===== config.mk =====
export PLATFORM = sky130hd
export DESIGN_NAME = debruijn_seq_ctrl_flat
export DESIGN_NICKNAME = d
export VERILOG_FILES = /design/src/rtl/debruijn_ctrl_pkg.sv /design/src/rtl/debruijn_seq_ctrl_if.sv /design/src/rtl/debruijn_ctrl_arb.sv /design/src/rtl/debruijn_seq_ctrl.sv /design/src/flat_wrapper.sv
export SDC_FILE = /design/constraint.sdc
export NUM_CORES = 1
export LEC_CHECK = 0
export ABC_CLOCK_PERIOD_IN_PS = 4100
export BUFFER_PORTS_ARGS = -buffer_cell sky130_fd_sc_hd__buf_4
export CORE_MARGIN = 10
export CORE_UTILIZATION = 44
export DETAILED_ROUTE_END_ITERATION = 10
export GPL_ROUTABILITY_DRIVEN = 0
export GPL_TIMING_DRIVEN = 0
export PLACE_DENSITY_LB_ADDON = 0.12
export SYNTH_ARGS = -nofsm -noshare
export SYNTH_HDL_FRONTEND = slang
export SYNTH_SLANG_ARGS = --single-unit

===== constraint.sdc =====
create_clock -name clk -period 4.1 [get_ports clk]
set_input_delay 0 -clock clk [delete_from_list [all_inputs] [get_ports clk]]
set_output_delay 0 -clock clk [all_outputs]
set_load 0.05 [all_outputs]

===== src/rtl/debruijn_ctrl_pkg.sv =====
// debruijn_ctrl_pkg: shared widths, sequence period and FSM state type for the de Bruijn sequencing controller
package debruijn_ctrl_pkg;
  localparam int SEQ_W = 4;
  localparam int PERIOD = 16;
  typedef enum logic {IDLE, RUN} dbc_state_t;
endpackage


===== src/rtl/debruijn_seq_ctrl_if.sv =====
// debruijn_seq_ctrl_if: request, output-stream and generator signals of the sequencing controller
// Ports: none; modport slave is the controller side, modport master is the requester/consumer/generator side.
interface debruijn_seq_ctrl_if
  import debruijn_ctrl_pkg::*;
#(
  parameter int LEN_W = 5
) ();
  logic req0_valid, req1_valid, req0_ready, req1_ready;
  logic [SEQ_W-1:0] req0_seed, req1_seed;
  logic [LEN_W-1:0] req0_len, req1_len;
  logic out_valid, out_ready, out_id, out_last;
  logic [SEQ_W-1:0] out_data, gen_seed, gen_state;
  logic gen_sel, busy;
  modport slave (
    input  req0_valid, req1_valid, req0_seed, req1_seed, req0_len, req1_len, out_ready, gen_state,
    output req0_ready, req1_ready, out_valid, out_data, out_id, out_last, gen_seed, gen_sel, busy
  );
  modport master (
    output req0_valid, req1_valid, req0_seed, req1_seed, req0_len, req1_len, out_ready, gen_state,
    input  req0_ready, req1_ready, out_valid, out_data, out_id, out_last, gen_seed, gen_sel, busy
  );
endinterface


===== src/rtl/debruijn_ctrl_arb.sv =====
// debruijn_ctrl_arb: 2-way request arbiter, round-robin with DEBRUIJN_CTRL_RR_EN, fixed req0 priority otherwise
// Ports: clk/rst (round-robin build only), en (grant allowed), req[1:0] valids, gnt[1:0] one-hot grant.
module debruijn_ctrl_arb
  import debruijn_ctrl_pkg::*;
(
`ifdef DEBRUIJN_CTRL_RR_EN
  input  logic       clk,
  input  logic       rst,
`endif
  input  logic       en,
  input  logic [1:0] req,
  output logic [1:0] gnt
);
`ifdef DEBRUIJN_CTRL_RR_EN
  logic ptr_q, ptr_d;
  // ptr_q names the favoured requester; every grant hands priority to the other one
  always_comb begin
    gnt = !en ? 2'b00 : (req[0] && (!req[1] || !ptr_q)) ? 2'b01 : req[1] ? 2'b10 : 2'b00;
    ptr_d = (|gnt) ? gnt[0] : ptr_q;
  end
  always_ff @(posedge clk) ptr_q <= !rst ? 1'b0 : ptr_d;
`else
  always_comb gnt = en ? {req[1] && !req[0], req[0]} : 2'b00;
`endif
endmodule


===== src/rtl/debruijn_seq_ctrl.sv =====
// debruijn_seq_ctrl: arbitrates burst requests, loads the external de Bruijn generator and streams its states
// Ports: clk, rst (sync, active-low), bus (debruijn_seq_ctrl_if.slave: requests, out stream, generator, busy).
// Build option: DEBRUIJN_CTRL_RR_EN selects round-robin arbitration instead of fixed req0 priority.
module debruijn_seq_ctrl
  import debruijn_ctrl_pkg::*;
#(
  parameter int LEN_W = 5
) (
  input logic              clk,
  input logic              rst,
  debruijn_seq_ctrl_if.slave bus
);
  dbc_state_t state_q, state_d;
  logic id_q, id_d;
  logic [LEN_W-1:0] remaining_q, remaining_d, grant_len;
  logic [1:0] gnt;
  logic run, step;
  debruijn_ctrl_arb u_arb (
`ifdef DEBRUIJN_CTRL_RR_EN
    .clk(clk),
    .rst(rst),
`endif
    .en(rst && state_q == IDLE),
    .req({bus.req1_valid, bus.req0_valid}),
    .gnt(gnt)
  );
  // Outputs are forced to their reset values while rst is low; a stalled or idle
  // generator is held by reloading its own state.
  always_comb begin
    run = rst && state_q == RUN;
    step = run && bus.out_ready;
    grant_len = gnt[1] ? bus.req1_len : bus.req0_len;
    bus.req0_ready = gnt[0];
    bus.req1_ready = gnt[1];
    bus.out_valid = run;
    bus.out_data = bus.gen_state;
    bus.out_id = rst && id_q;
    bus.out_last = run && remaining_q == LEN_W'(1);
    bus.busy = run;
    bus.gen_sel = step;
    bus.gen_seed = !rst ? '0 : gnt[1] ? bus.req1_seed : gnt[0] ? bus.req0_seed : bus.gen_state;
    state_d = state_q;
    id_d = id_q;
    remaining_d = remaining_q;
    if (|gnt) begin
      id_d = gnt[1];
      remaining_d = grant_len;
      state_d = (grant_len != '0) ? RUN : IDLE;
    end else if (step) begin
      remaining_d = (remaining_q != '0) ? remaining_q - LEN_W'(1) : remaining_q;
      state_d = (remaining_q == LEN_W'(1)) ? IDLE : RUN;
    end
  end
  always_ff @(posedge clk) begin
    if (!rst) begin
      state_q <= IDLE;
      id_q <= 1'b0;
      remaining_q <= '0;
    end else begin
      state_q <= state_d;
      id_q <= id_d;
      remaining_q <= remaining_d;
    end
  end
endmodule

===== src/flat_wrapper.sv =====
// flat-port wrapper written by rule: the top's interface ports become plain ports
module debruijn_seq_ctrl_flat import debruijn_ctrl_pkg::*;
#(
  parameter int LEN_W = 5
)
  (clk, rst, bus_req0_valid, bus_req1_valid, bus_req0_seed, bus_req1_seed, bus_req0_len, bus_req1_len, bus_out_ready, bus_gen_state, bus_req0_ready, bus_req1_ready, bus_out_valid, bus_out_data, bus_out_id, bus_out_last, bus_gen_seed, bus_gen_sel, bus_busy);
  debruijn_seq_ctrl_if #(.LEN_W(LEN_W)) bus_i ();
  input logic clk;
  input logic rst;
  input wire logic [$bits(bus_i.req0_valid)-1:0] bus_req0_valid;
  input wire logic [$bits(bus_i.req1_valid)-1:0] bus_req1_valid;
  input wire logic [$bits(bus_i.req0_seed)-1:0] bus_req0_seed;
  input wire logic [$bits(bus_i.req1_seed)-1:0] bus_req1_seed;
  input wire logic [$bits(bus_i.req0_len)-1:0] bus_req0_len;
  input wire logic [$bits(bus_i.req1_len)-1:0] bus_req1_len;
  input wire logic [$bits(bus_i.out_ready)-1:0] bus_out_ready;
  input wire logic [$bits(bus_i.gen_state)-1:0] bus_gen_state;
  output wire logic [$bits(bus_i.req0_ready)-1:0] bus_req0_ready;
  output wire logic [$bits(bus_i.req1_ready)-1:0] bus_req1_ready;
  output wire logic [$bits(bus_i.out_valid)-1:0] bus_out_valid;
  output wire logic [$bits(bus_i.out_data)-1:0] bus_out_data;
  output wire logic [$bits(bus_i.out_id)-1:0] bus_out_id;
  output wire logic [$bits(bus_i.out_last)-1:0] bus_out_last;
  output wire logic [$bits(bus_i.gen_seed)-1:0] bus_gen_seed;
  output wire logic [$bits(bus_i.gen_sel)-1:0] bus_gen_sel;
  output wire logic [$bits(bus_i.busy)-1:0] bus_busy;
  assign bus_i.req0_valid = bus_req0_valid;
  assign bus_i.req1_valid = bus_req1_valid;
  assign bus_i.req0_seed = bus_req0_seed;
  assign bus_i.req1_seed = bus_req1_seed;
  assign bus_i.req0_len = bus_req0_len;
  assign bus_i.req1_len = bus_req1_len;
  assign bus_i.out_ready = bus_out_ready;
  assign bus_i.gen_state = bus_gen_state;
  assign bus_req0_ready = bus_i.req0_ready;
  assign bus_req1_ready = bus_i.req1_ready;
  assign bus_out_valid = bus_i.out_valid;
  assign bus_out_data = bus_i.out_data;
  assign bus_out_id = bus_i.out_id;
  assign bus_out_last = bus_i.out_last;
  assign bus_gen_seed = bus_i.gen_seed;
  assign bus_gen_sel = bus_i.gen_sel;
  assign bus_busy = bus_i.busy;
  debruijn_seq_ctrl #(.LEN_W(LEN_W)) u_core (.clk(clk), .rst(rst), .bus(bus_i));
endmodule

### Yosys cells after proc, flatten, opt, wreduce, memory -nomap -nowiden

Index checks and enable logic that the tools add are counted.

| cells by class | value |
|---|---|
| add/subtract/negate cells | 1 |
| multiply operators | 0 |
| divide/modulo/power cells | 0 |
| magnitude comparators | 0 |
| equality and inequality tests | 1 |
| shifts and indexed selects | 0 |
| mux-type cells | 12 |
| bitwise operators | 1 |
| reduce and logical (&&, ||, !) cells | 13 |

Operators by type and width:

| kind | count |
|---|---|
| $mux 5 | 4 |
| $mux 4 | 3 |
| $reduce_bool 5->1 | 2 |
| $logic_and 1x1->1 | 6 |
| $eq 5x1->1 const B | 1 |
| $sub 5x1->5 const B | 1 |
| $mux 1 | 4 |
| $reduce_bool 2->1 | 2 |
| $mux 2 | 1 |
| $reduce_and 2->1 | 1 |
| $reduce_or 2->1 | 1 |
| $logic_not 1->1 | 1 |
| $not 1->1 | 1 |

| word-level totals | value |
|---|---|
| register bits | 7 |
| bits in latches | 0 |
| bits in writable memories | 0 |
| bits in read-only memories | 0 |
| input port bits | 27 |
| output and inout bits | 15 |
| word-level logic and storage cells | 31 |
| memories | 0 |

### Logic depth before layout (Yosys ltp)

Gate-level depths: netlist of the first run.

| logic depth | value |
|---|---|
| depth in word-level cells | 7 |
| gate-level depth with buffers | 6 |

### Hierarchy

From an unflattened synthesis of the first run, not the netlist that was laid out.

| second synthesis, totals | value |
|---|---|
| cells, all modules | 85 |
| area, all modules | 660.6 um^2 |

Modules (own cells, without submodules):

| module | times used | cells an instance | area an instance (um^2) | seq. area each (um^2) |
|---|---|---|---|---|
| debruijn_seq_ctrl | 1 | 83 | 644.4 | 140.1 |
| debruijn_ctrl_arb | 1 | 2 | 16.3 | 0.0 |

### Worst setup path before layout of the first run

No wires, ideal clock.

| timing path | value |
|---|---|
| path type | reg-to-output |
| start point | reg u_core.state_q |
| end point | out bus_gen_seed[0] |
| arrival | 2.088 ns |
| required time | 4.100 ns |
| slack | 2.012 ns |
| stages on the path, launching flop included | 6 |
| path buffers | 2 |
| cells stage by stage | dfxtp_1 nand4bb_1 buf_2 buf_4 nor2_1 a311oi_1 |

| between the ends | value |
|---|---|
| cells in the longest elaborated chain, start to end | 6 |

Ends and longest elaborated chain:

| element | RTL line | text |
|---|---|---|
| start, declared | debruijn_seq_ctrl.sv:13 | `dbc_state_t state_q, state_d;` |
| start signal, assigned | debruijn_seq_ctrl.sv:60 | `state_q <= state_d;` |
| $not 1->1 (*) | debruijn_seq_ctrl.sv:23 | `.en(rst && state_q == IDLE),` |
| $logic_and 1x1->1 (*) | debruijn_seq_ctrl.sv:23 |  |
| $mux 2 (*) | debruijn_ctrl_arb.sv:23 | `always_comb gnt = en ? {req[1] && !req[0], req[0]} : 2'b00;` |
| $mux 4 | debruijn_seq_ctrl.sv:41 | `bus.gen_seed = !rst ? '0 : gnt[1] ? bus.req1_seed : gnt[0] ? bus.req0_seed : bus.gen_state;` |
| $mux 4 (*) (2 in a row) | debruijn_seq_ctrl.sv:41 |  |
| end, declared | flat_wrapper.sv:24 | `output wire logic [$bits(bus_i.gen_seed)-1:0] bus_gen_seed;` |

Mark *: on every way between the ends. The rest lies on a longest branch, timed or not.

### Worst setup path in the final report of the first run

| timing path | value |
|---|---|
| start point | reg u_core.state_q |
| end point | out bus_gen_seed[3] |

The elaborated chain is that of the path after synthesis.

==> results.txt, run 1 <==
----------------------------------------------------
[Hold path]
  Min-Delay Path Depth ... 3
  Type of the most critical hold path ... primary input to flop
  HP Start ... bus_req1_len[4]
  Worst hold path endpoint ... u_core.remaining_q[4]$_SDFFE_PN0P_

[Floorplan]
  Initial core utilization ... 0.454
  Core area ... 1470 um2
  IO Pins ... 42
  Overall die width ... 59.0 um
  Die height ... 59.0 um
  Cell Rows ... 14
  Die outline area ... 3480 um2

[Drt]
  Total number of vias ... 786
  Routed length per instance ... 14.5 um
  Routed WL ... 2130 um
  Drt first pass iters ... 4
  Number of vias per cell after detailed routing ... 5.35
  Post-route DRC ... 0
  DRT iter0 DRCs ... 15
  Antenna-violating nets left ... 0

[Layout]
  Register Area ... 140 um2
  Multi-input gate area ... 427 um2
  Diodes inserted ... 0
  Commonest non-fill, non-tap cell in the layout ... buf_4
  Filler Cell Count ... 129
  Signed area change from the synthesized netlist to the final layout ... 50.9%
  Number of nets in the layout ... 161
  Most used cells in the layout excluding fill and tap cells ... 45 x buf_4, 8 x inv_1, 8 x nand2_1, 8 x nor2_1
  Layout cell share with drive strength beyond 1 ... 0.450
  Count of placed standard cells in the final layout, fillers left out ... 147

[Timing]
  Accumulated negative setup slack ... 0 ns
  RSZ-0062 raised after global routing ... no
  Relative slew slack ... 0.724
  Transition at the pin with the smallest max-transition slack ... 0.413 ns
  Number of hold-slack violations in the final timing report ... 0
  Maximum frequency from static timing analysis ... 593 MHz
  Tcrit/Tclk final ... 0.412
  Setup slack after layout ... 2.41 ns
  Worst-case clock skew ... 0.00832 ns
  Final-report setup violation count ... 0
  Total count of max-transition violations in the final report ... 0
  Post-route minimum period ... 1.69 ns

[Clock network]
  Post-cts resize count ... 0
  Number of setup buffers added after CTS ... 0
  Hold-fix buffers at CTS ... 0
  TritonCTS clock tree ... done
  CTS root buffer ... clkbuf_4
  Clock-pin slew on the worst setup and hold paths ... 0.06 ns
  Number of levels in the clock H-tree ... 1
  Clock Sink Count ... 7
  Max clock buf depth ... 2
  Number of buffers created by CTS ... 3
  Clock Latency Late Sink ... 0.26 ns

[Global routing]
  Largest net degree at the start of global routing ... 11
  Via count of the first global-routing pass ... 771
  Global-route wire length before repair ... 3360 um
  Remaining Overflow, GRT ... 0
  Antenna violations before repair ... 0
  Total Routing Usage GR ... 0.119

[Power and ir drop]
  Maximum vdd drop ... 0.212 mV
  Logic gate share of total power ... 0.487
  Leakage power ... 0.533 nW
  Clock group share of total power ... 0.222
  Switching Fraction ... 0.410
  Relative contribution of sequential cells to total power ... 0.292
  Power density over the cells ... 297 nW/um2
  Switching power ... 0.000123 W
  Internal portion of total power ... 0.000176 W

[Critical path]
  Reg2reg path depth ... 6
  Source of the critical timing path ... u_core.state_q$_SDFFE_PN0P_
  Reg-to-reg startpoint ... u_core.remaining_q[0]$_SDFFE_PN0P_
  Endpoint type of the worst setup path ... primary output
  Crit path arrival time ... 1.69 ns
  Type of the setup path with the least slack ... flop to primary output
  Kind of start point of the critical path ... flop
  Worst R2R Setup Slack ... 2.47 ns
  Critical-path maximum fanout ... 10
  Reg2reg end ... u_core.remaining_q[0]$_SDFFE_PN0P_
  Endpoint required time on the critical path ... 4.10 ns

[Place]
  HPWL after detailed placement ... 1770 um
  Number of input and output port buffers inserted ... 39
  Worst slack after detailed placement ... 2.49 ns
  Total instance count after detailed placement ... 143

[Logic synthesis]
  Count of different cell masters after synthesis ... 34
  Fraction of the yosys area taken by sequential cells ... 0.210
  Total standard cell area after synthesis ... 668 um2
  Yosys reg bits ... 7
  Synthesis warning total ... 0
  Synthesized netlist net count ... 117
  Average size of a mapped cell ... 7.59 um2
  Number of instances in the synthesized netlist ... 88

[Outcome]
  Status ... completed

[Job]
  Maximum capacitance violations ... 0

----------------------------------------------------
[worst max path at each step]
stage	depth (start not counted)	end	slack [ns]
after global placement	6	u_core.remaining_q[0]$_SDFFE_PN0P_	2.52
after global routing	6	bus_gen_seed[2]	2.29
after floorplan	5	bus_gen_seed[0]	2.01
after CTS	6	bus_gen_seed[3]	2.42
after detailed placement	6	u_core.remaining_q[0]$_SDFFE_PN0P_	2.49
final	6	bus_gen_seed[3]	2.41
[metrics by stage]
stage | hold slack (ns) | power [W] | util | cell area (um2)
5_1_grt | 0.0878 | 0.000318 | 0.685 | 1010
3_3_place_gp | 0.298 | 0.000231 | 0.667 | 981
3_5_place_dp | 0.305 | 0.000234 | 0.667 | 981
6_report | 0.0319 | 0.000299 | 0.685 | 1010
4_1_cts | 0.0355 | 0.000300 | 0.685 | 1010
2_1_floorplan | 0.167 | 0.000186 | - | 668
[cells by family after synthesis]
group	count (synthesis)	share of synthesized area
AOI/OAI and AO/OA	17	0.180
xor gates and xnor gates	2	0.0262
adders and majority gates	2	0.0374
buffers and inverters	18	0.152
DFF	7	0.210
muxes	6	0.0936
and+or+nand+nor	36	0.302
[layout make-up]
type / instances / area share
Multi-Input combinational cell: 63 / 0.423
Timing Repair Buffer: 39 / 0.290
Sequential cell: 7 / 0.139
Buffer: 10 / 0.0707
Inverter: 8 / 0.0298
Clock buffer: 3 / 0.0223
Tap cell: 16 / 0.0199
Clock inverter: 1 / 0.00496
[sequential cells by signal (all words and copies together), names as in the netlist]
signal	count
u_core.remaining_q	5
u_core.state_q	1
u_core.id_q	1
[critical path, cell delays in order, from the launching register on]
cell and delay (ns):
dfxtp_1 0.35, nand4bb_1 0.12, buf_2 0.20, buf_4 0.20, nor2_1 0.05, a311oi_1 0.25, buf_4 0.24
[power by group through the flow]
stage | registers, W | logic, W | clock network [W]
floorplan | 0.0000860 | 0.000100 | 0
global route | 0.0000886 | 0.000158 | 0.0000712
CTS | 0.0000872 | 0.000146 | 0.0000665
global placement | 0.0000876 | 0.000144 | 0
detailed placement | 0.0000888 | 0.000146 | 0
finish | 0.0000872 | 0.000146 | 0.0000663
[layer usage]
layer	part of all wire	vias up	wire, um	global-route usage
met5	0	-	0	0
met4	0.0066	0	14	0.0295
met3	0.091	4	194	0.0452
met2	0.52	33	1100	0.221
met1	0.38	353	816	0.121
li1	-	396	-	-
[synth_stat cells]
cell type,count,area (um2)
nor2b_1,1,6.26
dfxtp_1,7,140
nor4_1,1,6.26
buf_6,1,11.3
mux2_2,1,11.3
mux2i_1,4,40.0
buf_2,3,15.0
and2_1,1,6.26
inv_1,8,30.0
a2111oi_2,1,15.0
nand2_1,8,30.0
and4_1,2,17.5
and2_4,1,8.76
a311oi_1,4,35.0
mux2_1,1,11.3
o21ai_2,1,8.76
nand4_1,1,6.26
xor2_1,1,8.76
buf_4,6,45.0
or4_4,1,11.3
o21ai_1,2,10.0
nand4bb_1,1,11.3
nor3b_1,1,7.51
and3_1,1,6.26
a21oi_1,3,15.0
or4b_4,1,13.8
nor3_1,1,5.00
o22ai_1,3,18.8
a21o_1,1,7.51
ha_1,2,25.0
xnor2_1,1,8.76
o21ai_0,2,10.0
nor2_1,8,30.0
nand3_1,7,35.0
(Power assumes the default switching activity.)
==> inputs of run 2 (changes only) <==
--- a/config.mk
+++ b/config.mk
@@ -5,10 +5,11 @@
 export SDC_FILE = /design/constraint.sdc
 export NUM_CORES = 1
 export LEC_CHECK = 0
-export ABC_CLOCK_PERIOD_IN_PS = 4100
+export ABC_AREA = 1
+export ABC_CLOCK_PERIOD_IN_PS = 1550
 export BUFFER_PORTS_ARGS = -buffer_cell sky130_fd_sc_hd__buf_4
 export CORE_MARGIN = 10
-export CORE_UTILIZATION = 44
+export CORE_UTILIZATION = 38
 export DETAILED_ROUTE_END_ITERATION = 10
 export GPL_ROUTABILITY_DRIVEN = 0
 export GPL_TIMING_DRIVEN = 0
==> constraint.sdc (replaced) <==
create_clock -name clk -period 1.55 [get_ports clk]
set_input_delay 0 -clock clk [delete_from_list [all_inputs] [get_ports clk]]
set_output_delay 0 -clock clk [all_outputs]
set_load 0.05 [all_outputs]
==> results.txt, run 2 <==
----------------------------------------------------
[Outcome]
  Status ... completed

[Critical path]
  Reg2reg path depth ... 6 (unchanged)
  Endpoint type of the worst setup path ... primary output
  Type of the setup path with the least slack ... flop to primary output
  Worst R2R Setup Slack ... 0.19 ns (-2.28 ns)
  Endpoint required time on the critical path ... 1.55 ns (-2.55 ns)
  Crit path arrival time ... 1.45 ns (-0.24 ns)
  Critical-path maximum fanout ... 6 (-4)
  Kind of start point of the critical path ... flop

[Clock network]
  Clock Sink Count ... 7 (unchanged)
  Number of buffers created by CTS ... 3 (unchanged)
  CTS root buffer ... clkbuf_4
  Number of levels in the clock H-tree ... 1 (unchanged)
  TritonCTS clock tree ... done
  Clock Latency Late Sink ... 0.26 ns (about the same)
  Max clock buf depth ... 2 (unchanged)
  Clock-pin slew on the worst setup and hold paths ... 0.06 ns (about the same)

[Floorplan]
  Core area ... 1760 um2 (+20%)
  IO Pins ... 42 (unchanged)
  Cell Rows ... 15 (+1)
  Initial core utilization ... 0.411 (-0.0434)
  Overall die width ... 63.7 um (+8.0%)
  Die height ... 63.7 um (+8.0%)
  Die outline area ... 4050 um2 (+17%)

[Layout]
  Largest reg by FF count ... u_core.remaining_q
  Registers with the highest flip-flop counts ... u_core.remaining_q (5), u_core.id_q (1), u_core.state_q (1)
  Diodes inserted ... 0 (unchanged)
  Flip-flop count of the largest register after layout ... 5 (unchanged)
  Commonest non-fill, non-tap cell in the layout ... buf_4
  Number of nets in the layout ... 187 (+16%)
  Most used cells in the layout excluding fill and tap cells ... 43 x buf_4, 30 x nand2_1, 10 x nor2_1, 10 x nand3_1, 9 x inv_1
  Layout cell share with drive strength beyond 1 ... 0.478 (+0.0273)
  Signed area change from the synthesized netlist to the final layout ... 63.7%
  Fraction of the core area covered by cells at the end of the flow ... 0.672 (-0.0130)
  Filler Cell Count ... 181 (+40%)
  Count of placed standard cells in the final layout, fillers left out ... 182 (+24%)

[Logic synthesis]
  Top cells by area in the synthesized netlist ... dfxtp_1 19%, nand2_1 16%, nand3_1 6.9%
  Count of different cell masters after synthesis ... 26 (-24%)
  Number of instances in the synthesized netlist ... 112 (+27%)
  Fraction of the yosys area taken by sequential cells ... 0.193 (-0.0163)
  Area leader, netlist ... dfxtp_1
  EDFF count, synth ... 0 (unchanged)
  Share of synthesized registers carrying an async set or reset ... 0 (unchanged)
  Average size of a mapped cell ... 6.47 um2 (-15%)
  Predominant post-synthesis flop cell ... dfxtp_1
  Yosys reg bits ... 7 (unchanged)
  Most repeated cell in the gate-level netlist after synthesis ... nand2_1
  Total standard cell area after synthesis ... 724 um2 (+8.4%)
  Synthesis warning total ... 0 (unchanged)
  Synthesized netlist net count ... 141 (+21%)
  Top-area cell type share of the netlist area ... 0.193 (-0.0163)
  List of most frequent post-synthesis cells ... 30 x nand2_1, 10 x inv_1, 10 x nand3_1, 10 x nor2_1, 7 x dfxtp_1

[Power and ir drop]
  Sum of internal, switching and leakage power ... 0.000946 W (+220%)
  Leakage power ... 0.601 nW (+13%)
  Maximum vdd drop ... 0.601 mV (+180%)
  Power density over the cells ... 798 nW/um2 (+170%)

[Timing]
  Tcrit/Tclk final ... 0.935
  Maximum frequency from static timing analysis ... 690 MHz
  Post-route minimum period ... 1.45 ns
  Relative slew slack ... 0.832 (+0.108)
  Transition at the pin with the smallest max-transition slack ... 0.249 ns (-0.163 ns)
  Final-report setup violation count ... 0 (unchanged)
  RSZ-0062 raised after global routing ... no
  Worst-case clock skew ... 0.00363 ns (-0.00469 ns)
  Total count of max-transition violations in the final report ... 0 (unchanged)
  Accumulated negative setup slack ... 0 ns (unchanged)
  Number of hold-slack violations in the final timing report ... 0 (unchanged)
  Final Hold Slack ... 0.0222 ns (-0.00975 ns)

[Job]
  Maximum capacitance violations ... 0 (unchanged)

[Hold path]
  Type of the most critical hold path ... primary input to flop
  Min-Delay Path Depth ... 3 (unchanged)

[Drt]
  DRT iter0 DRCs ... 30 (+15)
  Total number of vias ... 875 (+11%)
  Routed length per instance ... 13.2 um (-8.9%)
  Drt first pass iters ... 4 (unchanged)
  Antenna-violating nets left ... 0 (unchanged)
  Routed WL ... 2400 um (+13%)
  Post-route DRC ... 0 (unchanged)
  Number of vias per cell after detailed routing ... 4.81 (-10%)

[Place]
  Number of input and output port buffers inserted ... 40 (+2.6%)
  Total instance count after detailed placement ... 177 (+24%)
  HPWL after detailed placement ... 1990 um (+13%)

[Global routing]
  Antenna violations before repair ... 0 (unchanged)
  Largest net degree at the start of global routing ... 17 (+6)
  Total Routing Usage GR ... 0.121 (+0.00235)
  Via count of the first global-routing pass ... 933 (+21%)
  Global-route wire length before repair ... 4010 um (+19%)
  Remaining Overflow, GRT ... 0 (unchanged)

----------------------------------------------------
[run 2: cell type report]
cell class	instances	area, um2	share of cell area
well taps	25	31.3	0.0264
inverters	14	60.1	0.0506
multi-input cells	83	534	0.450
clock buffers	4	26.3	0.0222
flip-flops and latches	7	140	0.118
plain buffers	7	63.8	0.0538
repair buffers	42	330	0.278
[run 2: worst max-delay path, cell delays in order, from the launching register on]
cell,delay (ns)
dfxtp_1,0.36
nor2_8,0.18
nand2_4,0.11
inv_2,0.12
nand2_1,0.09
a31oi_4,0.14
buf_6,0.18
[run 2: power breakdown]
part	switching, W	internal, W
Sequential	0.0000298	0.000208
Combinational	0.000315	0.000214
Clock	0.0000803	0.0000991
[run 2: metrics by stage]
| step | setup slack, ns | area [um2] |
|---|---|---|
| final | 0.100 | 1190 |
| after detailed placement | 0.0683 | 1120 |
| after CTS | 0.0313 | 1140 |
| after global placement | 0.123 | 1120 |
| after global routing | 0.00555 | 1190 |
| after floorplan | 0.00866 | 787 |
[run 2: timing repair]
action                                  4_1_cts  5_1_grt
hold buffers                                  0        0
pin swaps                                     0        1
endpoints found under the setup margin        4        4
gates resized for setup                       5        7
buffers inserted                              0        2
[run 2: layer usage]
metal / part of all wire / track usage / up-vias
li1: - / - / 450
met4: 0.014 / 0.0355 / 0
met2: 0.52 / 0.215 / 32
met3: 0.12 / 0.0760 / 4
met5: 0 / 0 / -
met1: 0.35 / 0.113 / 389
[run 2: worst paths after layout]
path,start,to
max,u_core.state_q$_SDFFE_PN0P_,bus_gen_seed[1]
min,rst,u_core.remaining_q[1]$_SDFFE_PN0P_
max reg2reg,u_core.remaining_q[0]$_SDFFE_PN0P_,u_core.remaining_q[2]$_SDFFE_PN0P_
min reg2reg,u_core.id_q$_SDFFE_PN0N_,u_core.id_q$_SDFFE_PN0N_
[run 2: logic make-up after synthesis]
family	after synthesis	share of synthesized area
AO/OA/AOI/OAI	18	0.159
buffers and inverters	22	0.174
flip-flops	7	0.193
adder cells (fa/ha/maj)	2	0.0345
AND/OR/NAND/NOR	63	0.439
